===== src/rtl/circ_history_buffer.sv =====
// -----------------------------------------------------------------------------
// circ_history_buffer
//   Parametrised circular history buffer. Samples are written at an
//   auto-incrementing, wrapping pointer; reads are addressed by lag from the
//   newest sample and return registered data together with valid and miss flags.
//   Fill level (saturating at DEPTH) and a sticky wrap flag are tracked.
//
//   Optional feature macro: HIST_BUF_PARITY_EN
//     defined   -> each entry carries an even-parity bit, wr_par_inv / rd_par_err
//                  ports are present.
//     undefined -> plain DATA_W-wide storage, no parity ports.
// -----------------------------------------------------------------------------
module circ_history_buffer #(
    parameter  int DATA_W = 8,
    parameter  int DEPTH  = 16,
    localparam int AW     = $clog2(DEPTH)
) (
    input  logic              clk,
    input  logic              rst_n,
    input  logic              clr,
    input  logic              wr_en,
    input  logic [DATA_W-1:0] wr_data,
    input  logic              rd_en,
    input  logic [AW-1:0]     rd_lag,
    output logic [DATA_W-1:0] rd_data,
    output logic              rd_valid,
    output logic              rd_miss,
    output logic [AW-1:0]     wr_ptr,
    output logic [AW:0]       fill,
    output logic              wrapped
`ifdef HIST_BUF_PARITY_EN
    ,
    input  logic              wr_par_inv,
    output logic              rd_par_err
`endif
);

    // -------------------------------------------------------------------------
    // Constants
    // -------------------------------------------------------------------------
`ifdef HIST_BUF_PARITY_EN
    localparam int MW = DATA_W + 1;       // stored word: {parity, data}
`else
    localparam int MW = DATA_W;           // stored word: data only
`endif

    localparam logic [AW-1:0] PTR_ONE  = AW'(1);
    localparam logic [AW-1:0] PTR_LAST = AW'(DEPTH - 1);
    localparam logic [AW:0]   FILL_ONE = (AW + 1)'(1);
    localparam logic [AW:0]   FILL_MAX = (AW + 1)'(DEPTH);
    localparam logic [AW:0]   FILL_ZERO = (AW + 1)'(0);
    localparam logic [AW-1:0] PTR_ZERO  = AW'(0);
    localparam logic [DATA_W-1:0] DATA_ZERO = DATA_W'(0);

`ifdef HIST_BUF_PARITY_EN
    // Even parity bit: makes the XOR over {parity, data} equal to zero.
    function automatic logic even_parity(input logic [DATA_W-1:0] d);
        return ^d;
    endfunction

    // True when a stored {parity, data} word no longer has even parity.
    function automatic logic parity_bad(input logic [MW-1:0] w);
        return ^w;
    endfunction
`endif

    // -------------------------------------------------------------------------
    // Storage and state registers
    // -------------------------------------------------------------------------
    logic [MW-1:0]     r_mem [DEPTH];
    logic [AW-1:0]     r_wr_ptr;
    logic [AW:0]       r_fill;
    logic              r_wrapped;
    logic [DATA_W-1:0] r_rd_data;
    logic              r_rd_valid;
    logic              r_rd_miss;
`ifdef HIST_BUF_PARITY_EN
    logic              r_rd_par_err;
`endif

    // -------------------------------------------------------------------------
    // Combinational signals
    // -------------------------------------------------------------------------
    logic [AW-1:0]     w_wr_ptr_nxt;
    logic [AW:0]       w_fill_nxt;
    logic              w_wrapped_nxt;
    logic              w_mem_we;
    logic [MW-1:0]     w_wr_word;
    logic [AW-1:0]     w_rd_addr;
    logic [MW-1:0]     w_rd_word;
    logic              w_rd_lag_miss;
    logic [DATA_W-1:0] w_rd_data_nxt;
    logic              w_rd_valid_nxt;
    logic              w_rd_miss_nxt;
`ifdef HIST_BUF_PARITY_EN
    logic              w_rd_par_err_nxt;
`endif

    // Build the word to be stored (optionally with an intentionally bad parity bit).
    always_comb begin
`ifdef HIST_BUF_PARITY_EN
        w_wr_word = {even_parity(wr_data) ^ wr_par_inv, wr_data};
`else
        w_wr_word = wr_data;
`endif
    end

    // Pointer, fill and wrap next-state; clear wins over a concurrent write.
    always_comb begin
        w_wr_ptr_nxt  = r_wr_ptr;
        w_fill_nxt    = r_fill;
        w_wrapped_nxt = r_wrapped;
        w_mem_we      = 1'b0;
        if (clr) begin
            w_wr_ptr_nxt  = PTR_ZERO;
            w_fill_nxt    = FILL_ZERO;
            w_wrapped_nxt = 1'b0;
        end else if (wr_en) begin
            w_mem_we     = 1'b1;
            w_wr_ptr_nxt = r_wr_ptr + PTR_ONE;   // natural modulo-DEPTH wrap
            if (r_fill != FILL_MAX) begin
                w_fill_nxt = r_fill + FILL_ONE;
            end else begin
                w_fill_nxt = r_fill;
            end
            if (r_wr_ptr == PTR_LAST) begin
                w_wrapped_nxt = 1'b1;
            end else begin
                w_wrapped_nxt = r_wrapped;
            end
        end else begin
            w_wr_ptr_nxt  = r_wr_ptr;
            w_fill_nxt    = r_fill;
            w_wrapped_nxt = r_wrapped;
        end
    end

    // Read address from lag; uses the pre-write pointer so a same-cycle write is not seen.
    always_comb begin
        w_rd_addr     = r_wr_ptr - PTR_ONE - rd_lag;
        w_rd_word     = r_mem[w_rd_addr];
        w_rd_lag_miss = ({1'b0, rd_lag} >= r_fill);
    end

    // Read result next-state: data holds when idle, flags are single-cycle pulses.
    always_comb begin
        w_rd_data_nxt  = r_rd_data;
        w_rd_valid_nxt = 1'b0;
        w_rd_miss_nxt  = 1'b0;
`ifdef HIST_BUF_PARITY_EN
        w_rd_par_err_nxt = 1'b0;
`endif
        if (rd_en) begin
            w_rd_valid_nxt = 1'b1;
            if (w_rd_lag_miss) begin
                w_rd_miss_nxt = 1'b1;
                w_rd_data_nxt = DATA_ZERO;
            end else begin
                w_rd_miss_nxt = 1'b0;
                w_rd_data_nxt = w_rd_word[DATA_W-1:0];
`ifdef HIST_BUF_PARITY_EN
                w_rd_par_err_nxt = parity_bad(w_rd_word);
`endif
            end
        end else begin
            w_rd_data_nxt  = r_rd_data;
            w_rd_valid_nxt = 1'b0;
            w_rd_miss_nxt  = 1'b0;
        end
    end

    // Sample storage; intentionally not reset.
    always_ff @(posedge clk) begin
        if (w_mem_we) begin
            r_mem[r_wr_ptr] <= w_wr_word;
        end
    end

    // Pointer / fill / wrap state with asynchronous reset.
    always_ff @(posedge clk or negedge rst_n) begin
        if (!rst_n) begin
            r_wr_ptr  <= PTR_ZERO;
            r_fill    <= FILL_ZERO;
            r_wrapped <= 1'b0;
        end else begin
            r_wr_ptr  <= w_wr_ptr_nxt;
            r_fill    <= w_fill_nxt;
            r_wrapped <= w_wrapped_nxt;
        end
    end

    // Registered read outputs; reset aborts any read in flight.
    always_ff @(posedge clk or negedge rst_n) begin
        if (!rst_n) begin
            r_rd_data  <= DATA_ZERO;
            r_rd_valid <= 1'b0;
            r_rd_miss  <= 1'b0;
`ifdef HIST_BUF_PARITY_EN
            r_rd_par_err <= 1'b0;
`endif
        end else begin
            r_rd_data  <= w_rd_data_nxt;
            r_rd_valid <= w_rd_valid_nxt;
            r_rd_miss  <= w_rd_miss_nxt;
`ifdef HIST_BUF_PARITY_EN
            r_rd_par_err <= w_rd_par_err_nxt;
`endif
        end
    end

    // -------------------------------------------------------------------------
    // Output mapping
    // -------------------------------------------------------------------------
    assign rd_data  = r_rd_data;
    assign rd_valid = r_rd_valid;
    assign rd_miss  = r_rd_miss;
    assign wr_ptr   = r_wr_ptr;
    assign fill     = r_fill;
    assign wrapped  = r_wrapped;
`ifdef HIST_BUF_PARITY_EN
    assign rd_par_err = r_rd_par_err;
`endif

endmodule


===== config.mk =====
export PLATFORM = sky130hd
export DESIGN_NAME = circ_history_buffer
export DESIGN_NICKNAME = d
export VERILOG_FILES = /design/src/rtl/circ_history_buffer.sv
export SDC_FILE = /design/constraint.sdc
export NUM_CORES = 1
export LEC_CHECK = 0
export CORE_AREA = 2 2 128 130
export DETAILED_ROUTE_END_ITERATION = 8
export DIE_AREA = 0 0 130 132
export GPL_TIMING_DRIVEN = 1
export RECOVER_POWER = 50
export SYNTH_ARGS = -nofsm -noshare
export SYNTH_HDL_FRONTEND = slang
export SYNTH_SLANG_ARGS = --single-unit
export TNS_END_PERCENT = 20

===== constraint.sdc =====
create_clock -name clk -period 2.4 [get_ports clk]
set_clock_uncertainty 0.1 [all_clocks]
set_input_delay 0.24 -clock clk [delete_from_list [all_inputs] [get_ports clk]]
set_output_delay 0.24 -clock clk [all_outputs]
set_load 0.02 [all_outputs]

==> flow_summary.yaml, run 1 <==
detailed_routing:
  postRouteAntennaNets: 0
  route.detailed.vias_per_inst: 5.11
  drt-wirelength-per-cell_um: 20.5
  number_of_drc_markers_in_iteration_0: 177
  drt-total-wl_mm: 13.2
  drc: 0
  first_pass_iteration_count_of_the_detailed_router: 4
  vias: 3294
run:
  timing.max_cap.violations: 0
clocking:
  tritoncts: "yes"
  insertion_delay_to_the_later_sink_of_the_worst_skew_pair_ps: 420
  number_of_clock_sinks: 148
  cts_made_buffers: 17
  clockBufferDepth: 2
  cts_root_buffer: "sky130_fd_sc_hd__clkbuf_16"
  clkSlewWorstSetupHoldPaths_ps: 60
  cts_htree_levels: 4
  post_cts_hold_buffer_count: 0
finish:
  nNetsFinal: 446
  finished_layout_cells: 644
  layout.cells.most_common: "sky130_fd_sc_hd__edfxtp_1"
  layout_common_cells: "128 x sky130_fd_sc_hd__edfxtp_1, 35 x sky130_fd_sc_hd__buf_4, 26 x sky130_fd_sc_hd__clkdlybuf4s50_1, 21 x sky130_fd_sc_hd__inv_1, 19 x sky130_fd_sc_hd__dfrtp_1"
  antenna_cells: 0
  finalCoreUtilization: 0.489
  final_layout_size_suffix_gt1_frac: 0.238
  area_growth_syn_to_layout_pct: 24.5
grt:
  grt_remaining_overflow: 0
  number_of_global_route_vias_before_repair: 3499
  grt_first_pass_wirelength_mm: 20.5
  grt_max_degree: 21
  grt.total_usage: 0.168
  grt_antenna_before_repair: 0
worst_setup_path:
  timing.critical_path.mode_cell: "sky130_fd_sc_hd__inv_1"
  timing.critical_path.buf_inv: 4
  worst_setup_path_end_kind: "register"
  r2r_end: "rd_data[7]"
  critPathLaunchType: "primary input"
  worst_ep_required_time_ps: 2580
  cp.arrival_ps: 2540
  critical-path-top-delay-family: "buffers and inverters"
  crit_fanout: 16
  crit_type: "in2reg"
  regToRegSetupSlack_ps: 50
  timing.rr.start: "wr_ptr[0]"
  ff2ff_path_depth: 8
  slowest_delay_ps: 580
  timing.critical_path.cells: "clkdlybuf4s50_1 > inv_1 > ha_4 > inv_1 > fa_2 > buf_12 > mux4_2 > mux2_2 > nand3_1 > o221ai_1"
  critPathSlowestCell: "sky130_fd_sc_hd__fa_2"
die:
  die_y_um: 132
  effective_utilization_at_floorplan: 0.392
  die_area_um2: 17200
  dieWidth_um: 130
  rows: 46
  floorplan.core_area_um2: 15700
  floorplan.io_pins: 37
timing:
  worstMarginPinSlew_ps: 1280
  setup-tns-final_ps: 0
  max_slew_margin: 0.146
  timing_max_transition_violations_final: 0
  timing.final.ws_setup_ps: 34.9
  final.period_utilization: 0.985
  maxClockFrequency_mhz: 423
  report.final.hold_viol_count: 0
  timing.final.setup_violations: 0
  hold_ws_ps: 427
  post-route-min-period_ps: 2370
  unrepaired_setup_endpoints_after_global_routing: "true"
place:
  numPlacedInstances: 611
  port_buffers: 36
  minimum_setup_slack_after_placement_ps: -421
  detailedPlacementHpwl_mm: 9.04
  globalplace.congestion: 0.763
hold_path:
  min_delay_path_depth: 2
  worstHoldEndpoint: "rd_valid"
  hold_class: "in2reg"
  holdCritStartpoint: "rd_en"
synthesis:
  synth_sequential_area_ratio: 0.705
  netlist_instances: 331
  synth.avg_cell_area_um2: 18.6
  synth.ff_latch_count: 148
  synthesis.nets: 362
  post_synth_cell_types: 34
  synth.cell_area_um2: 6160
  ys.warnings.count: 0
pwr:
  total_leakage_power_nw: 2.70
  irDropWorstVdd_mv: 0.531
  cellPowerDensity_nw_per_um2: 812
status:
  outcome: "finished, final reports clean"
[worst register-to-register path: cells and delay by family, from the launching register on]
family | cells | cell delay (ps)
fa+ha+maj | 2 | 710
mux | 2 | 580
flops | 1 | 380
buf+inv | 2 | 210
simple gates | 1 | 120
compound gates | 1 | 120
[worst max-delay path by stage]
stage              start         end  slack, ps  depth (start not counted)
6_report       rd_lag[0]  rd_data[7]         30                         10
5_1_grt        wr_ptr[0]  rd_data[6]        -10                          8
3_5_place_dp   rd_lag[0]  rd_data[3]       -420                         10
4_1_cts        wr_ptr[0]  rd_data[7]         10                          8
3_3_place_gp   rd_lag[0]  rd_data[5]       -380                         10
2_1_floorplan  wr_ptr[0]  rd_data[4]        -20                          8
[timing repair]
| item | 4_1_cts | 5_1_grt |
|---|---|---|
| gates resized for setup | 2 | 2 |
| buffers inserted | 0 | 1 |
| setup endpoints to repair | 3 | 8 |
[power by group]
group	switching, W	leakage [nW]	total, W	internal (W)
Sequential	0.0000335	1.42	0.00288	0.00284
Combinational	0.000387	1.01	0.000821	0.000434
Clock	0.00108	0.273	0.00253	0.00145
Total	0.00150	2.70	0.00623	0.00473
[state kept, by name, summed over array words and instances (netlist names)]
name	cells
rd_data	8
r_mem	128
rd_miss	1
fill	5
wrapped	1
wr_ptr	4
rd_valid	1
[final cells by class]
cell class                 count  area, µm²
clock buffer                  17        425
multi-input combinational    148       1670
timing repair buffer          79        742
fill                        1300       8040
inverter                      21       78.8
sequential                   148       4350
tap                          216        270
clock inverter                15        143
[stage by stage]
| stage | instance area [µm²] | power [W] |
|---|---|---|
| final | 7680 | 0.00623 |
| after global routing | 7680 | 0.00647 |
| after CTS | 7660 | 0.00628 |
| after detailed placement | 7090 | 0.00375 |
| after global placement | 7090 | 0.00374 |
| after floorplan | 6180 | 0.00340 |
[Yosys cell counts, drive strengths merged]
cell / instances / area (µm²)
o311ai: 1 / 8.76
xor2: 4 / 35.0
o21ai: 2 / 10.0
inv: 21 / 78.8
mux2i: 10 / 100
nand2: 9 / 33.8
nand3: 11 / 55.1
o31ai: 1 / 7.51
buf: 8 / 72.6
a31oi: 1 / 21.3
a21oi: 3 / 15.0
ha: 13 / 163
nor3b: 1 / 7.51
mux2: 8 / 90.1
dfrtp: 20 / 500
nand4: 3 / 18.8
nor2: 17 / 63.8
o221ai: 8 / 70.1
nor3: 8 / 40.0
edfxtp: 128 / 3840
fa: 1 / 20.0
nand2b: 4 / 25.0
o22ai: 1 / 6.26
xnor2: 7 / 61.3
mux4: 32 / 773
a21o: 1 / 7.51
nor2b: 2 / 12.5
clkbuf: 6 / 22.5
[per-layer routing]
layer,vias to the layer above,routed length [µm],track usage
met5,-,0,0
met4,0,192,0.0550
met3,20,636,0.0467
met2,100,6710,0.273
met1,1691,5660,0.218
li1,1483,-,-
[logic make-up (layout without fill, tap and decap cells)]
kind of cell / count (synthesis) / in the layout / synth area share
xor+xnor: 11 / 11 / 0.0156
buf+inv: 35 / 132 / 0.0282
fa+ha+maj: 14 / 14 / 0.0296
simple gates: 55 / 55 / 0.0416
compound gates: 18 / 18 / 0.0238
mux: 50 / 50 / 0.156
flops: 148 / 148 / 0.705
(Power assumes the default switching activity.)
==> run 2, diff against run 1 <==
- CORE_AREA: 2 2 128 130 -> 2 2 115 117
- CTS_BUF_LIST: unset -> sky130_fd_sc_hd__clkbuf_16
- DIE_AREA: 0 0 130 132 -> 0 0 117 119
- PLACE_DENSITY: unset -> 0.7
==> flow_summary.yaml, run 2 (synthesis gave the netlist of run 1 again) <==
finish:
  area_used_by_multi_input_combinational_logic_um2: 1740
  number_of_flip_flops_in_the_largest_register: 128
  layout_common_cells: "128 x sky130_fd_sc_hd__edfxtp_1, 32 x sky130_fd_sc_hd__buf_4, 25 x sky130_fd_sc_hd__clkdlybuf4s50_1, 24 x sky130_fd_sc_hd__inv_1, 20 x sky130_fd_sc_hd__mux4_2"
  finished_layout_cells: 602
  antenna_cells: 0
  final_layout_size_suffix_gt1_frac: 0.244
  nNetsFinal: 444
  layout.cells.most_common: "sky130_fd_sc_hd__edfxtp_1"
  register_area_um2: 4350
  regMostFlops: "r_mem"
  area_growth_syn_to_layout_pct: 24.2
  filler_cell_count: 947
die:
  floorplan.core_area_um2: 12900
  die_y_um: 119
  effective_utilization_at_floorplan: 0.479
  dieWidth_um: 117
  rows: 42
  die_area_um2: 13900
  floorplan.io_pins: 37
place:
  globalplace.congestion: 0.831
  minimum_setup_slack_after_placement_ps: -428
  port_buffers: 36
  detailedPlacementHpwl_mm: 8.09
  numPlacedInstances: 566
clocking:
  insertion_delay_to_the_later_sink_of_the_worst_skew_pair_ps: 420
  clkSlewWorstSetupHoldPaths_ps: 60
  cts_made_buffers: 17
  number_of_clock_sinks: 148
  post_cts_hold_buffer_count: 0
  cts_root_buffer: "sky130_fd_sc_hd__clkbuf_16"
  cts_htree_levels: 4
  clockBufferDepth: 2
  tritoncts: "yes"
worst_setup_path:
  crit_fanout: 8
  critical-path-top-delay-family: "adder cells"
  worst_setup_path_end_kind: "register"
  critPathLaunchType: "register"
  worst_ep_required_time_ps: 2570
  timing.critical_path.cells: "ha_4 > inv_2 > fa_2 > clkbuf_16 > mux4_1 > mux2_4 > nand3_1 > o221ai_1"
  slowest_delay_ps: 660
  cp.arrival_ps: 2590
  crit_type: "reg2reg"
  critPathSlowestCell: "sky130_fd_sc_hd__fa_2"
  timing.critical_path.buf_inv: 2
grt:
  grt_remaining_overflow: 0
  grt.total_usage: 0.196
  grt_first_pass_wirelength_mm: 19.1
  grt_max_degree: 32
  grt_antenna_before_repair: 0
  number_of_global_route_vias_before_repair: 3366
detailed_routing:
  vias: 3324
  first_pass_iteration_count_of_the_detailed_router: 5
  drt-total-wl_mm: 13.0
  number_of_drc_markers_in_iteration_0: 300
  drt-wirelength-per-cell_um: 21.6
  drc: 0
  postRouteAntennaNets: 0
  route.detailed.vias_per_inst: 5.52
pwr:
  total_leakage_power_nw: 2.71
  report.power.total_w: 0.00610
  cellPowerDensity_nw_per_um2: 797
  power.share.switching: 0.229
  clock_power_share: 0.380
  power_switching_w: 0.00140
  irDropWorstVdd_mv: 0.495
  intPower_w: 0.00470
  power.sequential.fraction: 0.472
  combPwrFrac: 0.149
timing:
  timing.final.ws_setup_ps: -22.9
  max_slew_margin: 0.183
  timing_max_transition_violations_final: 0
  report.final.hold_viol_count: 0
  maxClockFrequency_mhz: 413
  final.period_utilization: 1.01
  setup-tns-final_ps: -76.9
  timing.final.setup_violations: 6
  post-route-min-period_ps: 2420
  unrepaired_setup_endpoints_after_global_routing: "true"
  worstMarginPinSlew_ps: 1230
run:
  timing.max_cap.violations: 0
status:
  outcome: "finished, violations left"
  violations: "setup timing"
hold_path:
  hold_class: "in2reg"
run 2: worst register-to-register path, stage by stage (launching register included):
cell and delay (ps):
sky130_fd_sc_hd__dfrtp_2 380, sky130_fd_sc_hd__ha_4 130, sky130_fd_sc_hd__inv_2 40, sky130_fd_sc_hd__fa_2 660
sky130_fd_sc_hd__clkbuf_16 210, sky130_fd_sc_hd__mux4_1 290, sky130_fd_sc_hd__mux2_4 290, sky130_fd_sc_hd__nand3_1 80
sky130_fd_sc_hd__o221ai_1 110
run 2: cell type report:
class | instances | share of cell area
flip-flops and latches | 148 | 0.568
multi-input cells | 148 | 0.227
well taps | 176 | 0.0288
inverters | 21 | 0.0103
clock buffers | 17 | 0.0556
clock inverters | 15 | 0.0116
repair buffers | 77 | 0.0991
run 2: metal layers:
layer	track usage	routed length [µm]	up-vias
met3	0.0494	628	26
met5	0	0	-
li1	-	-	1469
met1	0.265	5460	1703
met2	0.309	6550	126
met4	0.0735	353	0
run 2: path summary, 6_finish.rpt:
check / from / slack, ps / cells past startpoint / end
worst max-delay path: wr_ptr[0] / -20 / 8 / rd_data[1]
worst min-delay path: rd_en / 400 / 2 / rd_valid
worst max register to register: wr_ptr[0] / -20 / 8 / rd_data[1]
worst min register to register: fill[4] / 440 / 1 / rd_miss
max in group asynchronous: rst_n / 890 / 2 / wr_ptr[0]
min in group asynchronous: rst_n / 500 / 2 / fill[0]
run 2: repair_timing:
action,CTS,global route
gates cloned,0,2
pin swaps,0,3
setup buffers,0,2
resized for setup,1,21
endpoints found under the setup margin,4,8
run 2: per-stage QoR:
step | util | instance area [µm²] | hold slack, ps
after CTS | 0.583 | 7510 | 69.9
after detailed placement | 0.543 | 6990 | 439
after global routing | 0.594 | 7650 | 412
after floorplan | - | 6180 | -156
final | 0.594 | 7650 | 402
after global placement | 0.543 | 6990 | 427
run 2: power groups by stage:
stage                     clock network, W  logic [W]  registers (W)
after floorplan                          0   0.000443        0.00296
after global placement                   0   0.000782        0.00292
after detailed placement                 0   0.000793        0.00293
after CTS                          0.00235   0.000800        0.00288
after global routing               0.00245   0.000968        0.00288
final                              0.00231   0.000907        0.00288
==> edit 1 (settings of run 2) <==
Set the parameter `DATA_W` to 6 (it was 8).
--- a/src/rtl/circ_history_buffer.sv
+++ b/src/rtl/circ_history_buffer.sv
@@ -11,7 +11,7 @@
 //     undefined -> plain DATA_W-wide storage, no parity ports.
 // -----------------------------------------------------------------------------
 module circ_history_buffer #(
-    parameter  int DATA_W = 8,
+    parameter  int DATA_W = 6,
     parameter  int DEPTH  = 16,
     localparam int AW     = $clog2(DEPTH)
 ) (
Interface: changed (resized rd_data and wr_data); port bits go from 37 to 33. The function was not compared with the original's and may differ.
==> edit 1 against run 2 <==
- cell area decreased by 18%
- synthesized cell count shrank 16%
- fmax rose by 4.3%
- setup slack gained 100 ps
- synthesized area fell by 22%
- critical endpoint is now rd_data[5]
- total power is 11% lower
- core utilization is 11 points lower
- routed wire length decreased by 24%
- combinational power fell by 25%
- sequential cell count fell by 34
==> edit 1: results (changes against run 2) <==
metric,value,unit,change
status,completed,,"was complete, but fails checks"
cp_max_fo,7,,was 8
worstMarginPinSlew,1080,ps,was 1230 ps
post-place-ws,-321,ps,was -428 ps
worstSkewPairLatency,400,ps,was 420 ps
drt_pass1_iterations,4,,was 5
power.internal,4.25,mW,was 4.70 mW
avgSynthCellArea,17.4,sq um,was 18.6 sq um
largest_reg_flops,96,,was 128
slowest_delay,580,ps,was 660 ps
crit_arrival,2490,ps,was 2590 ps
pwr-share-clk,0.466,,was 0.380
power.leakage,2.23,nW,was 2.71 nW
fin_total_pwr,5.40,mW,was 6.10 mW
avgViaCountPerCell,4.88,,was 5.52
ff2ff_path_depth,7,,was 8
final_nets,382,,was 444
met3_length,415,um,was 628 um
grt_start_max_net_pins,19,,was 32
startpoint,wr_ptr[0],,unchanged
fill_cells,1054,,was 947
grt_use_total,0.155,,was 0.196
dp_cells,510,,was 566
route.met2.wl,4.95,mm,was 6.55 mm
grt_pass1_vias,2745,,was 3366
irDropWorstVdd,0.626,mV,was 0.495 mV
drt_iter0_markers,206,,was 300
share_comb_of_total_power,0.125,,was 0.149
numPortBuffers,32,,was 36
yosysSeqAreaShare,0.690,,was 0.705
grt_pass1_wl,15.4,mm,was 19.1 mm
placed_cell_area,5640,sq um,was 6990 sq um
synth-edff-count,96,,was 128
edit 1: cell types whose count changed in the layout (fill, tap and decap cells not counted), sizes merged, moves of 3 or more:
| cell | change |
|---|---|
| bufinv | +3 |
| dlygate4sd3 | -3 |
| mux4 | -8 |
| inv | -7 |
| edfxtp | -32 |
| buf | -3 |
edit 1: layout make-up:
| class | instances | area [sq um] | area share |
|---|---|---|---|
| sequential | 114 | 3330 | 0.533 |
| multi-input combinational | 132 | 1370 | 0.219 |
| inverter | 19 | 71.3 | 0.0114 |
| clock buffer | 17 | 425 | 0.0680 |
| clock inverter | 14 | 170 | 0.0272 |
| tap | 176 | 220 | 0.0352 |
| timing repair buffer | 69 | 661 | 0.106 |
edit 1: what timing repair did:
item,CTS,global route
gates cloned,0,0
hold endpoints to repair,0,0
resized for setup,1,7
buffers inserted,0,0
endpoints found under the setup margin,1,6
edit 1: cells by family after synthesis:
family / after synthesis / share of synthesized area
AND/OR/NAND/NOR: 53 / 0.0510
flip-flops: 114 / 0.690
adder cells (fa/ha/maj): 14 / 0.0378
AO/OA/AOI/OAI: 16 / 0.0267
buffers and inverters: 31 / 0.0301
multiplexers: 38 / 0.144
XOR/XNOR: 11 / 0.0200
edit 1: final timing paths:
check / end / slack (ps)
max reg2reg: rd_data[5] / 80
min: rd_valid / 380
min in group asynchronous: wrapped / 450
max in group asynchronous: wr_ptr[0] / 1030
max: rd_data[5] / 80
min reg2reg: rd_miss / 430
edit 1: worst max-delay path: cells and delay by family, from the launching register on:
kind / cells / cell delay [ps]
fa+ha+maj: 2 / 710
mux: 2 / 600
flops: 1 / 380
buf+inv: 2 / 250
compound gates: 1 / 140
edit 1: routing by layer:
metal,track usage,vias to the layer above
li1,-,1221
met1,0.200,1328
met2,0.238,72
met3,0.0519,18
met4,0.0654,0
met5,0,-
==> edit 2 (config.mk and constraints of run 2) <==
Made on the original files. Reset style: synchronous (`rst_n`), changed in 2 clocked blocks. Comments in the files are not updated.
--- a/src/rtl/circ_history_buffer.sv
+++ b/src/rtl/circ_history_buffer.sv
@@ -177,7 +177,7 @@
     end
 
     // Pointer / fill / wrap state with asynchronous reset.
-    always_ff @(posedge clk or negedge rst_n) begin
+    always_ff @(posedge clk) begin
         if (!rst_n) begin
             r_wr_ptr  <= PTR_ZERO;
             r_fill    <= FILL_ZERO;
@@ -190,7 +190,7 @@
     end
 
     // Registered read outputs; reset aborts any read in flight.
-    always_ff @(posedge clk or negedge rst_n) begin
+    always_ff @(posedge clk) begin
         if (!rst_n) begin
             r_rd_data  <= DATA_ZERO;
             r_rd_valid <= 1'b0;
Function: differs if rst_n is asserted again (counterexample within 4 cycles, from zero or initial values and one cycle with rst_n low); with rst_n held inactive, the same outputs for 10 cycles.
==> edit 2 against run 2 <==
- setup slack improved by 25 ps
- routed wire length fell by 4.9%
- cell area fell by 1.1%
- total power fell by 5.1%
- clock power rose by 6%
- synthesized area fell by 0.91%
- non-clock buffer count fell by 8
- sequential cell count did not move
==> edit 2: results (changes against run 2) <==
metric,value,unit,change
synth_top_cells_by_area,"edfxtp_1 63%, mux4_2 12%, dfxtp_1 6.6%, mux2i_1 3.0%, ha_1 2.7%",,"was edfxtp_1 62%, dfrtp_1 8.1%, mux4_2 6.6%, mux4_1 6.0%, ha_1 2.6%"
route.met2.wl,6.46,mm,was 6.55 mm
wl_met1,5.05,mm,was 5.46 mm
drive_above_1_share,0.251,,was 0.244
area_delta_synth_final,23.9,%,was 24.2%
regMostFlops,r_mem,,unchanged
drt_iter0_markers,268,,was 300
min_path_type,register to register,,was input port to register
avgViaCountPerCell,5.34,,was 5.52
use_met2,0.309,,about the same
routedWlPerCell,20.8,um,was 21.6 um
hpwlAfterDp,7.74,mm,was 8.09 mm
worstSkewPairLatency,420,ps,about the same
async_reset_ff_frac,0,,was 0.135
ys_warn_count,0,,unchanged
grtUsageMet1,0.248,,was 0.265
path_clk_slew,60,ps,about the same
grt_start_max_net_pins,23,,was 32
grt_pass1_vias,3380,,was 3366
yosysSeqAreaShare,0.695,,was 0.705
grt_antenna_before_repair,0,,unchanged
numPortBuffers,36,,unchanged
final_nets,436,,was 444
drcViolationCount,0,,unchanged
netlist_instances,331,,unchanged
ys_types,34,,unchanged
grt_use_total,0.193,,was 0.196
met3_length,644,um,was 628 um
grt_pass1_wl,18.8,mm,was 19.1 mm
drt_pass1_iterations,5,,unchanged
placed_cell_area,6870,sq um,was 6990 sq um
synth-edff-count,128,,unchanged
clockBufferDepth,2,,unchanged
yosys-top-cells-count,"128 x edfxtp_1, 32 x mux4_2, 20 x dfxtp_1, 19 x inv_1, 18 x mux2i_1",,"was 128 x edfxtp_1, 21 x inv_1, 20 x dfrtp_1, 18 x mux4_2, 17 x nor2_1"
use_met3,0.0575,,was 0.0494
dp_cells,557,,was 566
routed_wl,12.4,mm,was 13.0 mm
power.leakage,2.58,nW,was 2.71 nW
highest_layer,met4,,unchanged
irDropWorstVdd,0.350,mV,was 0.495 mV
cp_max_fo,6,,was 8
status,completed,,"was complete, but fails checks"
antenna_cells,0,,unchanged
place_congestion,0.741,,was 0.831
fill_cells,969,,was 947
largest_reg_flops,128,,unchanged
ys.flop_type,edfxtp_1,,unchanged
crit_arrival,2610,ps,was 2590 ps
post-place-ws,-437,ps,was -428 ps
worstMarginPinSlew,601,ps,was 1230 ps
edit 2: where the power goes:
group	leakage (nW)	switching, mW	total [mW]	internal, mW
Combinational	0.981	0.237	0.502	0.265
Clock	0.278	0.967	2.46	1.49
Sequential	1.32	0.00970	2.82	2.81
Total	2.58	1.21	5.79	4.57
edit 2: worst paths after layout:
check / cells after the start / slack (ps) / startpoint / to
min reg2reg: 2 / 400 / wrapped / wrapped
max reg2reg: 9 / 2 / wr_ptr[0] / rd_data[6]
max: 9 / 2 / wr_ptr[0] / rd_data[6]
min: 2 / 400 / wrapped / wrapped
edit 2: layout make-up:
class	instances	share of cell area
Clock buffer	17	0.0562
Clock inverter	15	0.0164
Inverter	19	0.00942
Multi-Input combinational cell	150	0.229
Sequential cell	148	0.561
Tap cell	176	0.0291
Timing Repair Buffer	69	0.0989
edit 2: kinds of logic (layout without fill, tap and decap cells):
family / count (synthesis) / in the layout / synth area share
flops: 148 / 148 / 0.695
compound gates: 25 / 25 / 0.0342
fa+ha+maj: 14 / 14 / 0.0299
xor+xnor: 11 / 11 / 0.0201
mux: 50 / 50 / 0.148
buf+inv: 33 / 120 / 0.0289
simple gates: 50 / 50 / 0.0445
edit 2: repair_timing:
| action | 4_1_cts | 5_1_grt |
|---|---|---|
| cloned | 0 | 3 |
| endpoints found under the setup margin | 1 | 4 |
| buffers inserted | 0 | 2 |
| gates resized for setup | 1 | 9 |
| pin swaps | 0 | 2 |
edit 2: worst max-delay path: stages (launching register included):
cell     delay [ps]
dfxtp_2         350
ha_4            130
inv_2            40
fa_2            580
buf_12          150
buf_12          130
mux4_2          310
mux2i_2         210
o32ai_1         120
o21a_1          170
